**config.mk**
```make
export PLATFORM = sky130hd
export DESIGN_NAME = workpiece_batch_ctrl
export DESIGN_NICKNAME = d
export VERILOG_FILES = /design/src/rtl/workpiece_batch_ctrl_pkg.sv /design/src/rtl/workpiece_batch_ctrl_sync.sv /design/src/rtl/workpiece_batch_ctrl.sv
export SDC_FILE = /design/constraint.sdc
export NUM_CORES = 1
export LEC_CHECK = 0
export CAP_MARGIN = 20
export CORE_ASPECT_RATIO = 0.6
export CORE_MARGIN = 3
export CORE_UTILIZATION = 25
export CTS_CLUSTER_SIZE = 12
export DETAILED_ROUTE_END_ITERATION = 8
export RECOVER_POWER = 50
export SKIP_CTS_REPAIR_TIMING = 1
export SLEW_MARGIN = 20
export SYNTH_ARGS = -nofsm -noshare
export SYNTH_HDL_FRONTEND = slang
export SYNTH_SLANG_ARGS = --single-unit
```
**constraint.sdc**
```tcl
create_clock -name clk -period 2.09 [get_ports clk]
set_clock_uncertainty 0.15 [all_clocks]
set_input_delay 0.418 -clock clk [delete_from_list [all_inputs] [get_ports clk]]
set_output_delay 0.418 -clock clk [all_outputs]
set_load 0.02 [all_outputs]
```
**src/rtl/workpiece_batch_ctrl_pkg.sv**
```systemverilog
// Shared definitions for the workpiece counting path.
// Also used by the 7-segment display scanner and the debug-LED decode.
//   state_t        FSM encoding driven on the 'state' debug output
//   BCD_DIGIT_MAX  largest legal BCD digit value
//   bcd_inc()      4-digit BCD increment with full ripple carry, 9999 -> 0000
package workpiece_batch_ctrl_pkg;

  typedef enum logic [1:0] {
    ST_IDLE = 2'd0,
    ST_RUN  = 2'd1,
    ST_PACK = 2'd2,
    ST_WAIT = 2'd3
  } state_t;

  localparam logic [3:0] BCD_DIGIT_MAX = 4'd9;

  // Digits are {thou,hund,ten,unit}. A digit at (or above) 9 rolls to 0
  // and passes the carry on, so 0999 -> 1000 and 9999 -> 0000 in one step.
  function automatic logic [15:0] bcd_inc(input logic [15:0] v);
    logic [15:0] r;
    logic        carry;
    r     = v;
    carry = 1'b1;
    for (int d = 0; d < 4; d++) begin
      if (carry) begin
        if (v[d*4 +: 4] >= BCD_DIGIT_MAX) begin
          r[d*4 +: 4] = 4'd0;
        end else begin
          r[d*4 +: 4] = v[d*4 +: 4] + 4'd1;
          carry       = 1'b0;
        end
      end
    end
    return r;
  endfunction

endpackage

```
**src/rtl/workpiece_batch_ctrl_sync.sv**
```systemverilog
// Detector conditioning: 2-flop synchroniser, tick-gated debounce and a
// one-clk pulse on an accepted high->low (workpiece arrived) transition.
//   clk   system clock
//   CR    synchronous active-high reset; idle level is 1 (no workpiece)
//   tick  sample strobe; the debounce only advances when tick=1
//   din   raw asynchronous detector, low = workpiece present
//   fall  one clk wide, the cycle after a 1->0 level is accepted
module wp_edge_sync #(
  parameter int DEB_LEN = 3
) (
  input  logic clk,
  input  logic CR,
  input  logic tick,
  input  logic din,
  output logic fall
);

  logic       sync1, sync2;
  logic       level;
  logic [2:0] run_len;

  always_ff @(posedge clk) begin
    if (CR) begin
      sync1   <= 1'b1;
      sync2   <= 1'b1;
      level   <= 1'b1;
      run_len <= '0;
      fall    <= 1'b0;
    end else begin
      sync1 <= din;
      sync2 <= sync1;
      fall  <= 1'b0;
      if (tick) begin
        // Any sample agreeing with the accepted level restarts the run.
        if (sync2 == level) begin
          run_len <= '0;
        end else if (run_len == 3'(DEB_LEN - 1)) begin
          level   <= sync2;
          run_len <= '0;
          fall    <= ~sync2;
        end else begin
          run_len <= run_len + 3'd1;
        end
      end
    end
  end

endmodule

```
**src/rtl/workpiece_batch_ctrl.sv**
```systemverilog
// Conveyor workpiece-counting sequencer.
// Counts debounced workpieces into a batch count and a 4-digit BCD total;
// a full batch stops the conveyor and runs a pack_req/pack_done handshake.
//   clk, CR        clock and synchronous active-high reset
//   tick           debounce sample strobe
//   detector       raw sensor, low = workpiece present
//   start, stop    one-clk operator pulses
//   pack_done      packer finished (level, held until pack_req drops)
//   conveyor_run   motor enable (RUN only)
//   pack_req       box-the-batch request (PACK only)
//   batch_cnt      workpieces in the current batch
//   total_bcd      running total {thou,hund,ten,unit}
//   state          FSM state for debug LEDs
module workpiece_batch_ctrl
  import workpiece_batch_ctrl_pkg::*;
#(
  parameter int BATCH_SIZE = 12,
  parameter int DEB_LEN    = 3
) (
  input  logic        clk,
  input  logic        CR,
  input  logic        tick,
  input  logic        detector,
  input  logic        start,
  input  logic        stop,
  input  logic        pack_done,
  output logic        conveyor_run,
  output logic        pack_req,
  output logic [7:0]  batch_cnt,
  output logic [15:0] total_bcd,
  output logic [1:0]  state
);

  localparam logic [7:0] BATCH_FULL = 8'(BATCH_SIZE);

  logic        wp_pulse;
  state_t      state_q, state_d;
  logic [7:0]  batch_q, batch_d;
  logic [15:0] total_q, total_d;
  logic        stop_lat_q, stop_lat_d;

  wp_edge_sync #(.DEB_LEN(DEB_LEN)) u_sync (
    .clk  (clk),
    .CR   (CR),
    .tick (tick),
    .din  (detector),
    .fall (wp_pulse)
  );

  always_ff @(posedge clk) begin
    if (CR) begin
      state_q    <= ST_IDLE;
      batch_q    <= '0;
      total_q    <= '0;
      stop_lat_q <= 1'b0;
    end else begin
      state_q    <= state_d;
      batch_q    <= batch_d;
      total_q    <= total_d;
      stop_lat_q <= stop_lat_d;
    end
  end

  always_comb begin
    state_d    = state_q;
    batch_d    = batch_q;
    total_d    = total_q;
    stop_lat_d = stop_lat_q;
    unique case (state_q)
      ST_IDLE: begin
        stop_lat_d = 1'b0;
        if (start) state_d = ST_RUN;
      end
      ST_RUN: begin
        stop_lat_d = 1'b0;
        if (wp_pulse) begin
          batch_d = batch_q + 8'd1;
          total_d = bcd_inc(total_q);
          // Filling the batch wins over a simultaneous stop; the stop is
          // kept so the line halts once the handshake completes.
          if (batch_d == BATCH_FULL) begin
            state_d    = ST_PACK;
            stop_lat_d = stop;
          end else if (stop) begin
            state_d = ST_IDLE;
          end
        end else if (stop) begin
          state_d = ST_IDLE;
        end
      end
      ST_PACK: begin
        if (stop) stop_lat_d = 1'b1;
        if (pack_done) begin
          state_d = ST_WAIT;
          batch_d = '0;
        end
      end
      ST_WAIT: begin
        if (stop) stop_lat_d = 1'b1;
        if (!pack_done) begin
          state_d    = (stop_lat_q || stop) ? ST_IDLE : ST_RUN;
          stop_lat_d = 1'b0;
        end
      end
      default: state_d = ST_IDLE;
    endcase
  end

  assign conveyor_run = (state_q == ST_RUN);
  assign pack_req     = (state_q == ST_PACK);
  assign batch_cnt    = batch_q;
  assign total_bcd    = total_q;
  assign state        = state_q;

endmodule
```
## After elaboration in Yosys (flattened, before gate mapping)

Cells that the tools add are included.

- Word-level logic and storage cells: 80
- Register bits: 34
- Output and inout port bits: 28
- Input bits: 7

- Equal/unequal tests: 10
- $lt $le $gt $ge: 4
- Add/subtract/negate cells: 6
- Bitwise operators: 4
- Mux-type cells: 33
- Reductions and logical operators: 11

Operators by type and width:

| operator | count |
|---|---|
| AND reduction 3 bit | 6 |
| adder 4 x 1 -> 4 bit (second input constant) | 4 |
| greater-or-equal comparator 4 bit (second input constant) | 4 |
| two-way mux 1 bit | 16 |
| two-way mux 4 bit | 4 |
| two-way mux 8 bit | 2 |
| one-hot mux 8 bit (2 select lines) | 1 |
| two-way mux 2 bit | 6 |
| adder 8 x 1 -> 8 bit (second input constant) | 1 |
| == test 8 x 4 -> 1 bit (second input constant) | 1 |
| one-hot mux 2 bit (4 select lines) | 1 |
| two-way mux 3 bit | 2 |
| inequality test 2 bit (second input constant) | 3 |
| == test 2 bit (second input constant) | 2 |
| NOT 1 bit | 4 |
| one-hot mux 1 bit (4 select lines) | 1 |
| OR reduction 4 bit | 1 |
| adder 3 x 1 -> 3 bit (second input constant) | 1 |
| == test 3 x 2 -> 1 bit (second input constant) | 1 |
| == test 2 x 1 -> 1 bit (second input constant) | 1 |
| logical NOT 2 bit | 1 |
| inequality test 2 x 1 -> 1 bit (second input constant) | 1 |
| AND reduction 2 bit | 1 |
| nonzero test 2 bit | 1 |
| 2 further kinds | 2 |

## Longest topological paths before layout

Gate-level depths: netlist (run 1).

- Depth in word-level cells: 11
- Depth in mapped cells: 7
- Depth with buffers taken out: 6

## Hierarchy

Synthesis (run 1) repeated with hierarchy kept, for this count alone.

- Cells, all modules: 211
- Area, all modules: 1,861.8 um2

Modules (own cells, without submodules):

| module | cells an instance | area each (um2) | instances | sequential area each (um2) |
|---|---|---|---|---|
| workpiece_batch_ctrl | 182 | 1,560.2 | 1 | 540.5 |
| wp_edge_sync | 29 | 301.5 | 1 | 140.1 |

## Worst setup path after synthesis (run 1)

OpenSTA, ideal clock, no wires.

- Path kind: reg2reg
- Start point: register total_q[1] (netlist: total_bcd[1])
- End point: register total_q[7] (netlist: total_bcd[7])
- Data required time: 1,808 ps
- Clock period less this slack: 2,106 ps
- Library setup time: 132 ps
- Cell stages (with the launch flop): 8
- Buffers on the path: 1
- Path slack: -16 ps
- Data arrival time: 1,824 ps
- Path through: dfxtp_1 > inv_1 > ha_1 > or3b_2 > and3_1 > buf_2 > a41oi_1 > nor3_1

- Word-level cells in the longest chain between the ends: 5

RTL lines:

| item | line | text |
|---|---|---|
| start: declaration | workpiece_batch_ctrl.sv:39 | `logic [15:0] total_q, total_d;` |
| start signal: assignment | workpiece_batch_ctrl.sv:59 | `total_q <= total_d;` |
| greater-or-equal comparator 4 bit | workpiece_batch_ctrl_pkg.sv:26 | `if (v[d*4 +: 4] >= BCD_DIGIT_MAX) begin` |
| two-way mux 1 bit | workpiece_batch_ctrl_pkg.sv:26 |  |
| two-way mux 1 bit | workpiece_batch_ctrl.sv:76 | `if (wp_pulse) begin` |
| two-way mux 1 bit | workpiece_batch_ctrl.sv:69 | `unique case (state_q)` |
| AND reduction 3 bit (no source line) | n/a |  |

Every way passes these cells. The select of a mux whose other input is x is not followed.
A chain may end at the register's enable or synchronous reset.

## Worst setup path in the final report (run 1)

- Start point: register total_q[3] (netlist: total_bcd[3])
- End point: output port total_bcd[3]

RTL lines:

| item | line | text |
|---|---|---|
| end: declaration | workpiece_batch_ctrl.sv:30 | `output logic [15:0] total_bcd,` |

No word-level cell between the ends.

==> results.ini, run 1 <==
[run_status]
status = complete, no violations

[global_route]
grt_pass1_vias = 1481
grt_max_degree = 15
antenna_found_initial = 0
grt-ovfl-total = 0
grtUsageTotal = 0.114
grt_pass1_wl_mm = 7.31

[floorplan]
dieArea_sq_um = 8220
die_w_um = 115
fp.dieH_um = 71.4
start_util = 0.263
core-area_sq_um = 6790
io_pins = 35
num_rows = 23

[sta]
maxSlewViolCount = 0
relSlewSlack = 0.733
setup_ws_ns = 0.0970
worst_slew_pin_slew_ns = 0.397
whs_ns = 0.257
setup_viol = 0
fin_crit_sh = 0.954
rsz0062_at_grt = no
hold_violations = 0
fmax_mhz = 502
finalCriticalPeriod_ns = 1.99

[setup_path]
r2r_slack_ns = 0.14
cp.depth = 1
crit_path_max_fanout = 8
cp_slowest_stage_delay_ns = 0.67
crit_arrival_ns = 1.42
r2r_start = total_bcd[0]$_SDFFE_PP0P_
critical_path_class = flip-flop to primary output
crit_buf_inv = 1
crit_path_top_delay_cell = clkdlybuf4s50_1
timing.critical_path.to_type = primary output
critPathTopFamily = buffers and inverters
reg2reg_to = total_bcd[12]$_SDFFE_PP0P_
endpoint = total_bcd[3]
cp.required_ns = 1.52
crit_start = total_bcd[3]$_SDFFE_PP0P_
reg2reg_depth = 6
crit_path_cell_trace = clkdlybuf4s50_1
startpoint_type = flip-flop

[finish]
nNetsFinal = 277
num-fill-cells = 695
drive_gt1_frac = 0.136
multi_input_area_sq_um = 1010
num_antenna_cells = 0
ff_latch_area_sq_um = 686
synthToLayoutAreaGrowth_pct = 36.8
final_cell_area_sq_um = 2440

[synth]
synth_edf_count = 0
synth_top_area_share = 0.381
synth_flop_cell = dfxtp_1
ys_ff_latch = 34
netlist_instances = 207
synth_area_sq_um = 1780
ys_warn_count = 0
ys_seq_area_frac = 0.381
synth.area.top_cells = dfxtp_1, ha_1, a21oi_1
avgSynthCellArea_sq_um = 8.62
synth_cell_types = 51
async_flop_share = 0
yosysTopAreaCell = dfxtp_1
syn_nets = 227

[power]
p_int_mw = 1.11
irDropWorstVdd_mv = 0.248
power.share.clock = 0.494
power_density_nw_per_um2 = 576
p_sw_uw = 292
switching_share = 0.208
p_seq_frac = 0.468
pwr-share-comb = 0.038
leakage_nw = 0.943

[worst_hold_path]
min_path_type = flip-flop to flip-flop
hp-start = u_sync.sync1$_SDFF_PP1_

[detailed_routing]
detail-route-antenna-nets = 0
firstDrtPassIters = 4
avgViaCountPerCell = 4.77
drtIter0Drc = 111
drt_wl_total_mm = 4.47
vias = 1640
remaining_drc_errors = 0
wire_per_inst_um = 13.0

[clock_network]
clockBufferDepth = 2
cts_made_buffers = 5
cts_root_buf = clkbuf_16
h-tree-depth = 2
cts_sinks = 34
worst_skew_pair.late_latency_ns = 0.28
cts_tree = done
cts.clk_slew.worst_paths_ns = 0.05

[placement]
dp_slack_ns = 0.0592
portBuffers = 34
dpl.hpwl_mm = 3.27
globalplace.congestion = 0.797
place_area_sq_um = 2310

[flow_run]
maxCapViolCount = 0

==> cells in the final DEF (no fill, tap or decap), drive strengths merged, types with 2 or more instances in the layout <==
master | Yosys | layout
dfxtp | 34 | 34
o21ai | 6 | 6
buf | 5 | 16
nand2b | 2 | 2
nor3 | 9 | 9
nor2 | 19 | 19
xnor2 | 2 | 2
clkdlybuf4s50 | 0 | 20
or4 | 3 | 3
a21oi | 18 | 18
nor4 | 2 | 2
nand3 | 10 | 10
clkbuf | 2 | 9
o31ai | 3 | 3
nand3b | 5 | 5
nand4 | 6 | 6
mux2i | 4 | 4
a21boi | 2 | 2
xor2 | 2 | 2
or2 | 2 | 2
inv | 13 | 13
nor2b | 3 | 3
a41oi | 2 | 2
and3 | 3 | 3
nand4b | 2 | 2
ha | 13 | 13
dlygate4sd3 | 0 | 12
and3b | 2 | 2
o21a | 2 | 2
nand2 | 13 | 13
==> metrics by stage <==
step                power, mW  utilization  setup TNS, ns  cells
finish                   1.41        0.359              0    344
global route             1.46        0.359              0    344
CTS                      1.43        0.360        -0.0546    344
detailed placement      0.728        0.341              0    337
global placement        0.727        0.341              0    337
floorplan               0.696            -              0    207
==> cells in the mapped netlist (3+ instances only) <==
cell type	count
nand2_1	13
nor3_1	9
mux2i_1	4
buf_2	3
o31ai_1	3
and3_1	3
dfxtp_1	34
o21ai_0	6
ha_1	13
inv_1	13
nor2b_1	3
nand3b_1	5
nand3_1	9
nor2_1	19
a21oi_1	17
nand4_1	6
==> how the worst min path moves through the flow <==
stage | endpoint | cells past startpoint
final | u_sync.sync2$_SDFF_PP1_ | 1
after global routing | u_sync.sync2$_SDFF_PP1_ | 1
after CTS | u_sync.sync2$_SDFF_PP1_ | 1
after detailed placement | u_sync.sync2$_SDFF_PP1_ | 1
after global placement | u_sync.sync2$_SDFF_PP1_ | 1
after floorplan | u_sync.sync2$_SDFF_PP1_ | 1
==> logic make-up after synthesis <==
| group | after synthesis | synth area share |
|---|---|---|
| flip-flops | 34 | 0.381 |
| buffers and inverters | 21 | 0.0519 |
| XOR/XNOR | 4 | 0.0196 |
| multiplexers | 5 | 0.0288 |
| adder cells (fa/ha/maj) | 13 | 0.0912 |
| AO/OA/AOI/OAI | 44 | 0.160 |
| AND/OR/NAND/NOR | 86 | 0.267 |
==> final cells by class <==
cell class / count / area share
Multi-Input combinational cell: 152 / 0.415
Tap cell: 87 / 0.0446
Sequential cell: 34 / 0.281
Inverter: 14 / 0.0215
Clock buffer: 7 / 0.0543
Timing Repair Buffer: 50 / 0.183
==> registers in the layout, indices dropped and copies added (netlist names), named ones only <==
name and count:
u_sync.sync1 1, stop_lat_q 1, state 1, u_sync.sync2 1
batch_cnt 8, total_bcd 16, u_sync.fall 1, u_sync.run_len 3
u_sync.level 1
==> power groups by stage <==
stage / Clock [mW] / Combinational, mW / Sequential (mW)
2_1_floorplan: 0 / 0.0243 / 0.672
3_3_place_gp: 0 / 0.0564 / 0.671
6_report: 0.694 / 0.0532 / 0.658
3_5_place_dp: 0 / 0.0574 / 0.671
5_1_grt: 0.747 / 0.0581 / 0.658
4_1_cts: 0.715 / 0.0576 / 0.657
==> metal layers <==
metal,track usage,vias to the layer above,part of all wire
met2,0.140,43,0.37
met1,0.175,748,0.56
met3,0.0371,8,0.051
met5,0,-,0
met4,0.0508,0,0.017
li1,-,841,-
Note: power is estimated with default switching activity, not from simulation.
==> run 2: changes to the inputs <==
Settings changed: HOLD_SLACK_MARGIN set to 0.12, MAX_ROUTING_LAYER set to met4.
==> run 2 against run 1 <==
- clock power is essentially flat
- sequential share of layout area unchanged
- fmax about the same
- non-clock buffer count did not move
- final area unchanged
- cell count stayed put
- power barely moved
- register-to-register slack is essentially flat
- wire length barely moved
- largest cell class unchanged
==> results.ini, run 2 (synthesis gave the netlist of run 1 again) <==
[floorplan]
die_w_um = 115
start_util = 0.263
dieArea_sq_um = 8220
num_rows = 23
core-area_sq_um = 6790
io_pins = 35
fp.dieH_um = 71.4

[clock_network]
cts_sinks = 34
cts_root_buf = clkbuf_16
clockBufferDepth = 2
cts.clk_slew.worst_paths_ns = 0.05
cts_made_buffers = 5
cts_tree = done
worst_skew_pair.late_latency_ns = 0.28
h-tree-depth = 2

[power]
switching_share = 0.208
p_seq_frac = 0.468
p_int_mw = 1.11
irDropWorstVdd_mv = 0.248
power_density_nw_per_um2 = 576
pwr-share-comb = 0.038
leakage_nw = 0.943
power.share.clock = 0.494
p_sw_uw = 292
finalPower_mw = 1.41

[setup_path]
critical_path_class = flip-flop to primary output
reg2reg_to = total_bcd[12]$_SDFFE_PP0P_
crit_path_cell_trace = clkdlybuf4s50_1
critPathTopFamily = buffers and inverters
cp.required_ns = 1.52
r2r_start = total_bcd[0]$_SDFFE_PP0P_
reg2reg_depth = 6
cp_slowest_stage_delay_ns = 0.67
r2r_slack_ns = 0.14
crit_buf_inv = 1
crit_path_max_fanout = 8
startpoint_type = flip-flop
crit_path_top_delay_cell = clkdlybuf4s50_1
crit_arrival_ns = 1.42
timing.critical_path.to_type = primary output

[finish]
drive_gt1_frac = 0.136
num_antenna_cells = 0
num-fill-cells = 695
final_cell_mix = dfxtp_1, clkdlybuf4s50_1, nor2_1
largest_reg_flops = 16
nNetsFinal = 277
fin_util = 0.359
final_common_cell = dfxtp_1
synthToLayoutAreaGrowth_pct = 36.8
final_cells = 344

[sta]
whs_ns = 0.257
finalCriticalPeriod_ns = 1.99
hold_violations = 0
fmax_mhz = 502
maxSlewViolCount = 0
rsz0062_at_grt = no
worst_slew_pin_slew_ns = 0.400
relSlewSlack = 0.731
setup_viol = 0
fin_crit_sh = 0.953

[detailed_routing]
wire_per_inst_um = 13.0
drtIter0Drc = 114
remaining_drc_errors = 0
vias = 1646
drt_wl_total_mm = 4.47
avgViaCountPerCell = 4.78
detail-route-antenna-nets = 0
firstDrtPassIters = 4

[placement]
dpl.hpwl_mm = 3.27
globalplace.congestion = 0.808
portBuffers = 34
dp_cells = 337

[global_route]
grtUsageTotal = 0.118
grt_max_degree = 15
antenna_found_initial = 0
grt_pass1_wl_mm = 7.33
grt_pass1_vias = 1478
grt-ovfl-total = 0

[worst_hold_path]
holdPathStages = 1
hp-start = u_sync.sync1$_SDFF_PP1_
min_path_type = flip-flop to flip-flop
worstHoldEndpoint = u_sync.sync2$_SDFF_PP1_

[run_status]
status = complete, no violations

[flow_run]
maxCapViolCount = 0

## run 2: cell counts in the layout (fill, tap and decap cells not counted)
No cell type changed its count.
## run 2: final cells by class
| type | instances | area [sq um] | share of cell area |
|---|---|---|---|
| well taps | 87 | 109 | 0.0446 |
| clock buffers | 7 | 133 | 0.0543 |
| repair buffers | 50 | 448 | 0.183 |
| flip-flops and latches | 34 | 686 | 0.281 |
| multi-input cells | 152 | 1010 | 0.415 |
| inverters | 14 | 52.6 | 0.0215 |
## run 2: metrics by stage
step,TNS [ns],area [sq um],setup WS (ns)
2_1_floorplan,0,1790,0.0155
5_1_grt,0,2440,0.0114
4_1_cts,-0.0546,2450,-0.0435
6_report,0,2440,0.0974
3_5_place_dp,0,2310,0.0592
3_3_place_gp,0,2310,0.156
## run 2: power groups by stage
stage               sequential [mW]  clock, mW  combinational (mW)
detailed placement            0.671          0              0.0574
floorplan                     0.672          0              0.0243
global route                  0.658      0.747              0.0583
CTS                           0.657      0.715              0.0576
finish                        0.658      0.694              0.0532
global placement              0.671          0              0.0564
## run 2: how the worst max path moves through the flow
stage,cells past startpoint,slack (ns),end,start
after global placement,6,0.16,total_bcd[12]$_SDFFE_PP0P_,total_bcd[0]$_SDFFE_PP0P_
final,1,0.1,total_bcd[3],total_bcd[3]$_SDFFE_PP0P_
after detailed placement,6,0.06,total_bcd[12]$_SDFFE_PP0P_,total_bcd[0]$_SDFFE_PP0P_
after global routing,8,0.01,total_bcd[15]$_SDFFE_PP0P_,total_bcd[1]$_SDFFE_PP0P_
after CTS,3,-0.04,conveyor_run,state[0]$_SDFFE_PP0P_
after floorplan,6,0.02,total_bcd[12]$_SDFFE_PP0P_,total_bcd[0]$_SDFFE_PP0P_
## run 2: layer usage
| layer | track usage | part of all wire | vias up |
|---|---|---|---|
| met3 | 0.0354 | 0.043 | 8 |
| li1 | - | - | 842 |
| met2 | 0.138 | 0.38 | 40 |
| met4 | 0.0508 | 0.018 | 0 |
| met5 | - | 0 | - |
| met1 | 0.178 | 0.56 | 756 |
